<file path="src/rtl/hist_accum.sv">
// HOG cell histogram accumulator: each pixel's weight is split across two adjacent
// orientation bins through one shared FP adder; finished cells stream out bin by bin.

module hist_accum_fpu #(
  parameter int LAT = 5   // operand-to-result cycles, must be >= 2
) (
  input  logic        clk,
  input  logic        rst_n,
  input  logic        start,
  input  logic [31:0] opa,
  input  logic [31:0] opb,
  input  logic [2:0]  fpuOp,
  input  logic [1:0]  rmode,
  output logic [31:0] out,
  output logic        done
);
  localparam int STAGES = LAT - 2;

  logic [31:0]       opbEff, big, sml, res;
  logic [23:0]       mBig, mSml;
  logic [7:0]        eBig, eSml, dExp;
  logic [26:0]       mx, myFull, myA, n;
  logic [27:0]       sum;
  logic [24:0]       mr;
  logic [4:0]        lz;
  logic signed [9:0] e;
  logic              sgn, effSub, g, rb, st, up, found;

  always_comb begin
    opbEff = {opb[31] ^ (fpuOp == 3'b001), opb[30:0]};
    if (opa[30:0] >= opbEff[30:0]) begin
      big = opa;    sml = opbEff;
    end else begin
      big = opbEff; sml = opa;
    end
    eBig   = big[30:23];
    eSml   = sml[30:23];
    // denormal inputs are flushed to zero
    mBig   = (eBig != 8'd0) ? {1'b1, big[22:0]} : 24'd0;
    mSml   = (eSml != 8'd0) ? {1'b1, sml[22:0]} : 24'd0;
    sgn    = big[31];
    effSub = big[31] ^ sml[31];
    dExp   = eBig - eSml;
    mx     = {mBig, 3'b000};
    myFull = {mSml, 3'b000};
    if (dExp >= 8'd27) myA = {26'd0, |mSml};
    else myA = (myFull >> dExp) | {26'd0, |(myFull & ((27'd1 << dExp) - 27'd1))};
    sum = effSub ? ({1'b0, mx} - {1'b0, myA}) : ({1'b0, mx} + {1'b0, myA});

    e     = $signed({2'b00, eBig});
    lz    = 5'd0;
    found = 1'b0;
    for (int i = 26; i >= 0; i--) begin
      if (!found) begin
        if (sum[i]) found = 1'b1;
        else        lz = lz + 5'd1;
      end
    end
    if (sum[27]) begin
      n = {sum[27:2], sum[1] | sum[0]};
      e = e + 10'sd1;
    end else begin
      n = sum[26:0] << lz;
      e = e - $signed({5'd0, lz});
    end

    g  = n[2];
    rb = n[1];
    st = n[0];
    case (rmode)
      2'b00:   up = g & (rb | st | n[3]);
      2'b01:   up = 1'b0;
      2'b10:   up = (g | rb | st) & ~sgn;
      default: up = (g | rb | st) & sgn;
    endcase
    mr = {1'b0, n[26:3]} + {24'd0, up};
    if (mr[24]) begin
      mr = mr >> 1;
      e  = e + 10'sd1;
    end
    res = {sgn, e[7:0], mr[22:0]};

    if (eBig == 8'hFF) begin
      if (big[22:0] != 23'd0 || (eSml == 8'hFF && effSub)) res = 32'h7FC0_0000;
      else res = {sgn, 8'hFF, 23'd0};
    end else if (mBig == 24'd0) res = {big[31] & sml[31], 31'd0};
    else if (sum == 28'd0)      res = {rmode == 2'b11, 31'd0};
    else if (e >= 10'sd255)     res = {sgn, 8'hFF, 23'd0};
    else if (e <= 10'sd0)       res = {sgn, 31'd0};
  end

  logic [STAGES:0]       vldPipe;
  logic [STAGES:0][31:0] resPipe;

  always_ff @(posedge clk or negedge rst_n) begin
    if (!rst_n) begin
      vldPipe <= '0;
      resPipe <= '0;
    end else begin
      vldPipe[0] <= start;
      resPipe[0] <= res;
      for (int i = 1; i <= STAGES; i++) begin
        vldPipe[i] <= vldPipe[i-1];
        resPipe[i] <= resPipe[i-1];
      end
    end
  end

  assign done = vldPipe[STAGES];
  assign out  = resPipe[STAGES];
endmodule

module hist_accum #(
  parameter int NUM_BINS    = 9,
  parameter int CELL_PIXELS = 64,
  parameter int FPU_LAT     = 5
) (
  input  logic        iClk,
  input  logic        iRst_n,
  input  logic        iValid,
  output logic        oReady,
  input  logic [3:0]  iBinIdx,
  input  logic [31:0] iLeftBin,
  input  logic [31:0] iRightBin,
  output logic        oHistValid,
  input  logic        iHistReady,
  output logic [3:0]  oHistBin,
  output logic [31:0] oHistData,
  output logic        oErr
);
  typedef enum logic [1:0] {IDLE, ADD_L, ADD_R, DUMP} stateT;

  stateT                      state, nextState;
  logic [NUM_BINS-1:0][31:0]  acc;
  logic [3:0]                 idx, nextIdx, binSel, dumpK;
  logic [31:0]                wL, wR, fpuA, fpuB, fpuRes;
  logic [6:0]                 pixCnt;
  logic                       accept, illegal, issued, fpuStart, fpuDone;

  assign accept  = iValid && (state == IDLE);
  assign illegal = iBinIdx >= 4'(NUM_BINS);
  assign nextIdx = (idx == 4'(NUM_BINS - 1)) ? 4'd0 : idx + 4'd1;
  assign binSel  = (state == ADD_R) ? nextIdx : idx;
  assign fpuA    = acc[binSel];
  assign fpuB    = (state == ADD_R) ? wR : wL;

  hist_accum_fpu #(.LAT(FPU_LAT)) uFpu (
    .clk   (iClk),
    .rst_n (iRst_n),
    .start (fpuStart),
    .opa   (fpuA),
    .opb   (fpuB),
    .fpuOp (3'b000),
    .rmode (2'b00),
    .out   (fpuRes),
    .done  (fpuDone)
  );

  always_ff @(posedge iClk or negedge iRst_n) begin
    if (!iRst_n) state <= IDLE;
    else         state <= nextState;
  end

  always_comb begin
    nextState  = state;
    oReady     = 1'b0;
    oHistValid = 1'b0;
    oHistBin   = 4'd0;
    oHistData  = 32'd0;
    fpuStart   = 1'b0;
    case (state)
      IDLE: begin
        oReady = 1'b1;
        if (accept) begin
          if (!illegal)                                nextState = ADD_L;
          else if (pixCnt + 7'd1 == 7'(CELL_PIXELS))   nextState = DUMP;
        end
      end
      ADD_L: begin
        fpuStart = !issued;
        if (fpuDone) nextState = ADD_R;
      end
      ADD_R: begin
        fpuStart = !issued;
        if (fpuDone) nextState = (pixCnt == 7'(CELL_PIXELS)) ? DUMP : IDLE;
      end
      DUMP: begin
        oHistValid = 1'b1;
        oHistBin   = dumpK;
        oHistData  = acc[dumpK];
        if (iHistReady && dumpK == 4'(NUM_BINS - 1)) nextState = IDLE;
      end
      default: nextState = IDLE;
    endcase
  end

  always_ff @(posedge iClk or negedge iRst_n) begin
    if (!iRst_n) begin
      acc    <= '0;
      pixCnt <= 7'd0;
      idx    <= 4'd0;
      wL     <= 32'd0;
      wR     <= 32'd0;
      issued <= 1'b0;
      dumpK  <= 4'd0;
      oErr   <= 1'b0;
    end else begin
      oErr <= accept && illegal;
      if (accept) begin
        pixCnt <= pixCnt + 7'd1;
        idx    <= iBinIdx;
        wL     <= iLeftBin;
        wR     <= iRightBin;
      end
      // operands stay put while the adder works; only the first cycle launches it
      if (fpuStart) issued <= 1'b1;
      if (fpuDone) begin
        issued      <= 1'b0;
        acc[binSel] <= fpuRes;
      end
      if (state == DUMP && iHistReady) begin
        if (dumpK == 4'(NUM_BINS - 1)) begin
          dumpK  <= 4'd0;
          acc    <= '0;
          pixCnt <= 7'd0;
        end else begin
          dumpK <= dumpK + 4'd1;
        end
      end
    end
  end
endmodule

</file>
<file path="config.mk">
export PLATFORM = sky130hd
export DESIGN_NAME = hist_accum
export DESIGN_NICKNAME = d
export VERILOG_FILES = /design/src/rtl/hist_accum.sv
export SDC_FILE = /design/constraint.sdc
export NUM_CORES = 2
export LEC_CHECK = 0
export CAP_MARGIN = 10
export CORE_ASPECT_RATIO = 1.4
export CORE_MARGIN = 10
export CORE_UTILIZATION = 62
export DETAILED_ROUTE_END_ITERATION = 16
export DONT_BUFFER_PORTS = 1
export GPL_TIMING_DRIVEN = 0
export PLACE_DENSITY = 0.77
export SLEW_MARGIN = 30
export SYNTH_ARGS = -nofsm -noshare
export SYNTH_HDL_FRONTEND = slang
export SYNTH_SLANG_ARGS = --single-unit
</file>
<file path="constraint.sdc">
create_clock -name iClk -period 67.3 [get_ports iClk]
set_clock_uncertainty 0.15 [all_clocks]
set_input_delay 13.46 -clock iClk [delete_from_list [all_inputs] [get_ports iClk]]
set_output_delay 13.46 -clock iClk [all_outputs]
set_load 0.05 [all_outputs]
</file>
==> flow_summary.json <==
{
  "reg2reg_depth": 128,
  "status": "complete, no violations",
  "crit_path_start_kind": "flip-flop",
  "avgSynthCellArea_um2": 7.86,
  "setup-tns-final_ns": 0,
  "num-nets-final": 5411,
  "period_share_pct": 48.4,
  "post-cts-setup-buffers": 0,
  "num_io_pins": 111,
  "arrival_ns": 32.84,
  "insertion_delay_ns": 0.64,
  "die_y_um": 322,
  "maxUsedRoutingLayer": "met5",
  "clockRootBuffer": "clkbuf_16",
  "cts-htree-levels": 2,
  "grtUsageTotal_pct": 44.7,
  "numPortBuffers": 0,
  "rsz0062_at_grt": "no",
  "synth_top_area_share_pct": 31.1,
  "layout-drive-gt1-share_pct": 8.13,
  "yosysWarnings": 0,
  "path_class": "flip-flop to flip-flop",
  "required_ns": 67.59,
  "cts.path.max_buffers": 3,
  "crit_path_end_kind": "flip-flop",
  "die_w_um": 236,
  "reg2reg_slack_ns": 34.75,
  "num-fill-cells": 5530,
  "wire_per_inst_um": 28.8,
  "synth_cells": 5148,
  "finalHoldViolations": 0,
  "wl_mm": 176,
  "hold_buffers": 0,
  "rows": 110,
  "grt-ovfl-total": 0,
  "cpMaxStageDelayCell": "nor3_1",
  "worstPathMaxFanout": 10,
  "setup_viol": 0,
  "drc_errors": 0,
  "syn-num-nets": 5349,
  "place_hpwl_mm": 130,
  "seq_area_frac_synth_pct": 31.1,
  "antenna_found_initial": 11,
  "max_slew_margin_pct": 0.0219,
  "holdPathEnd": "uFpu.out[25]",
  "cts_tree": "built",
  "worst_pin_slew_ns": 1.50,
  "grt_pass1_wl_mm": 259,
  "detail-route-antenna-nets": 0,
  "max_freq_mhz": 30.7,
  "area_growth_pct": 7.60,
  "r2r_start": "idx[0]",
  "r2r-end": "uFpu.resPipe[14]",
  "die_area_um2": 76100,
  "hold_start": "uFpu.resPipe[89]",
  "routabilityCongestion": 1.12,
  "hold_path.class": "flip-flop to flip-flop",
  "dr_total_vias": 43200,
  "maxCapViolCount": 0,
  "grt_max_degree": 504,
  "dr_wl_met2_mm": 79.7,
  "ys.flop_type": "dfrtp_1",
  "holdPathStages": 0,
  "critPathMaxStageDelay_ns": 0.73,
  "synth.area.top_cells": "dfrtp_1 (31%), nand2_1 (11%), a21oi_1 (6.7%)",
  "syn_area_um2": 40500,
  "numCtsBuffers": 50,
  "dr_wl_met3_mm": 20.7,
  "dr.pass1.iters": 7,
  "ys_ff_latch": 503,
  "initial_core_util_pct": 62.7,
  "worst_setup_hold_path_clk_slew_ns": 0.06,
  "cts_sinks": 503,
  "grt_pass1_vias": 41400,
  "synth_top_area_cell": "dfrtp_1",
  "viasPerCell": 7.09,
  "synth_cell_types": 126,
  "drt-met1-wl_mm": 56.0,
  "synth-edff-count": 0,
  "coreArea_um2": 64500,
  "async_flop_share_pct": 100,
  "first_iter_violations": 6490,
  "cts-resized-gates": 0,
  "drv_slew": 0,
  "fin_crit_ns": 32.55
}
through the flow:
step           worst slack, ns  utilization, %  cells  cell area [um^2]  hold slack, ns
2_1_floorplan            43.55               -   5148             40500           0.181
3_3_place_gp             36.31            64.3   5988             41500           0.182
3_5_place_dp             36.59            64.7   5998             41700           0.185
4_1_cts                  36.43            67.3   6089             43500           0.198
5_1_grt                  33.09            67.5   6096             43600           0.199
6_report                 34.75            67.5   6096             43600           0.181
cells in the final DEF (no fill, tap or decap), types with 14 or more instances in the layout:
| master | netlist | final |
|---|---|---|
| ha_1 | 127 | 127 |
| nor2b_1 | 18 | 18 |
| mux4_2 | 91 | 91 |
| o21a_1 | 17 | 17 |
| buf_2 | 40 | 48 |
| o31a_1 | 14 | 14 |
| xor2_1 | 43 | 42 |
| mux2i_1 | 180 | 171 |
| and4_1 | 14 | 14 |
| a21o_1 | 43 | 43 |
| o21ai_0 | 205 | 203 |
| nand4_1 | 59 | 59 |
| mux2_2 | 27 | 27 |
| dfrtp_1 | 503 | 503 |
| a211oi_1 | 73 | 72 |
| a211o_1 | 18 | 18 |
| a21oi_1 | 538 | 538 |
| or3_1 | 35 | 35 |
| or2_2 | 23 | 23 |
| xnor2_1 | 63 | 61 |
| nor3_1 | 122 | 121 |
| a31oi_1 | 47 | 47 |
| nor4_1 | 37 | 36 |
| o211ai_1 | 43 | 43 |
| nand3_1 | 121 | 121 |
| nor2_1 | 314 | 314 |
| a311oi_1 | 15 | 14 |
| clkbuf_1 | 295 | 294 |
| o21ai_1 | 13 | 15 |
| a31o_2 | 19 | 19 |
| o31ai_1 | 46 | 44 |
| inv_1 | 143 | 143 |
| and3_1 | 63 | 63 |
| buf_1 | 35 | 28 |
| o22ai_1 | 30 | 30 |
| clkbuf_16 | 0 | 50 |
| nand2_1 | 1226 | 1226 |
| nand2b_1 | 25 | 25 |
| and2_1 | 77 | 77 |
registers in the layout, indices dropped and copies added, names as in the netlist:
signal,cells
state,2
idx,4
acc,288
wL,32
issued,1
pixCnt,7
uFpu.out,32
uFpu.vldPipe,4
oErr,1
uFpu.resPipe,96
wR,32
dumpK,4
critical path, delay by kind of cell, from the launching register on:
family                     cells  cell delay, ns
AOI/OAI and AO/OA             40            9.84
and+or+nand+nor               42            7.78
muxes                          4            0.97
buffers and inverters         20            6.68
adders and majority gates     15            4.69
xor gates and xnor gates       7            1.58
DFF                            1            0.50
area by class of cell:
type                    instances  area (um^2)  area share [%]
clock inverters                25          342           0.784
clock buffers                  66         1390            3.19
plain buffers                 381         1560            3.58
diodes                          7         17.5          0.0402
well taps                     840         1050            2.41
repair buffers                 10         78.8           0.181
inverters                     153          574            1.32
flip-flops and latches        503        12600            28.9
multi-input cells            4111        26000            59.6
synth_stat cells (73+ instances only):
master	instances
ha_1	127
and2_1	77
nor2_1	314
dfrtp_1	503
clkbuf_1	295
nand3_1	121
inv_1	143
o21ai_0	205
nand2_1	1226
mux4_2	91
a21oi_1	538
nor3_1	122
a211oi_1	73
mux2i_1	180
per-layer routing:
metal / track usage [%] / up-vias
met3: 12.6 / 1120
met2: 71.5 / 3360
li1: - / 18500
met1: 47.7 / 20300
met4: 40.5 / 4
met5: 0 / -
kinds of logic after synthesis:
group,count (synthesis),synth area share (%)
muxes,300,10.3
buffers and inverters,534,5.22
adders and majority gates,132,4.10
and+or+nand+nor,2211,24.5
DFF,503,31.1
xor gates and xnor gates,125,3.26
AOI/OAI and AO/OA,1343,21.5
worst max-delay path by stage:
stage | start | end | slack [ns] | depth (start not counted)
CTS | state[0] | uFpu.resPipe[14] | 36.43 | 126
floorplan | state[0] | uFpu.resPipe[20] | 43.55 | 130
global placement | state[0] | uFpu.resPipe[14] | 36.31 | 133
finish | idx[0] | uFpu.resPipe[14] | 34.75 | 128
detailed placement | state[0] | uFpu.resPipe[14] | 36.59 | 126
global route | state[0] | uFpu.resPipe[14] | 33.09 | 129
Power is left out: the tool's default activity adds up to more than one toggle a clock period on the data nets, which glitch-free logic cannot reach.
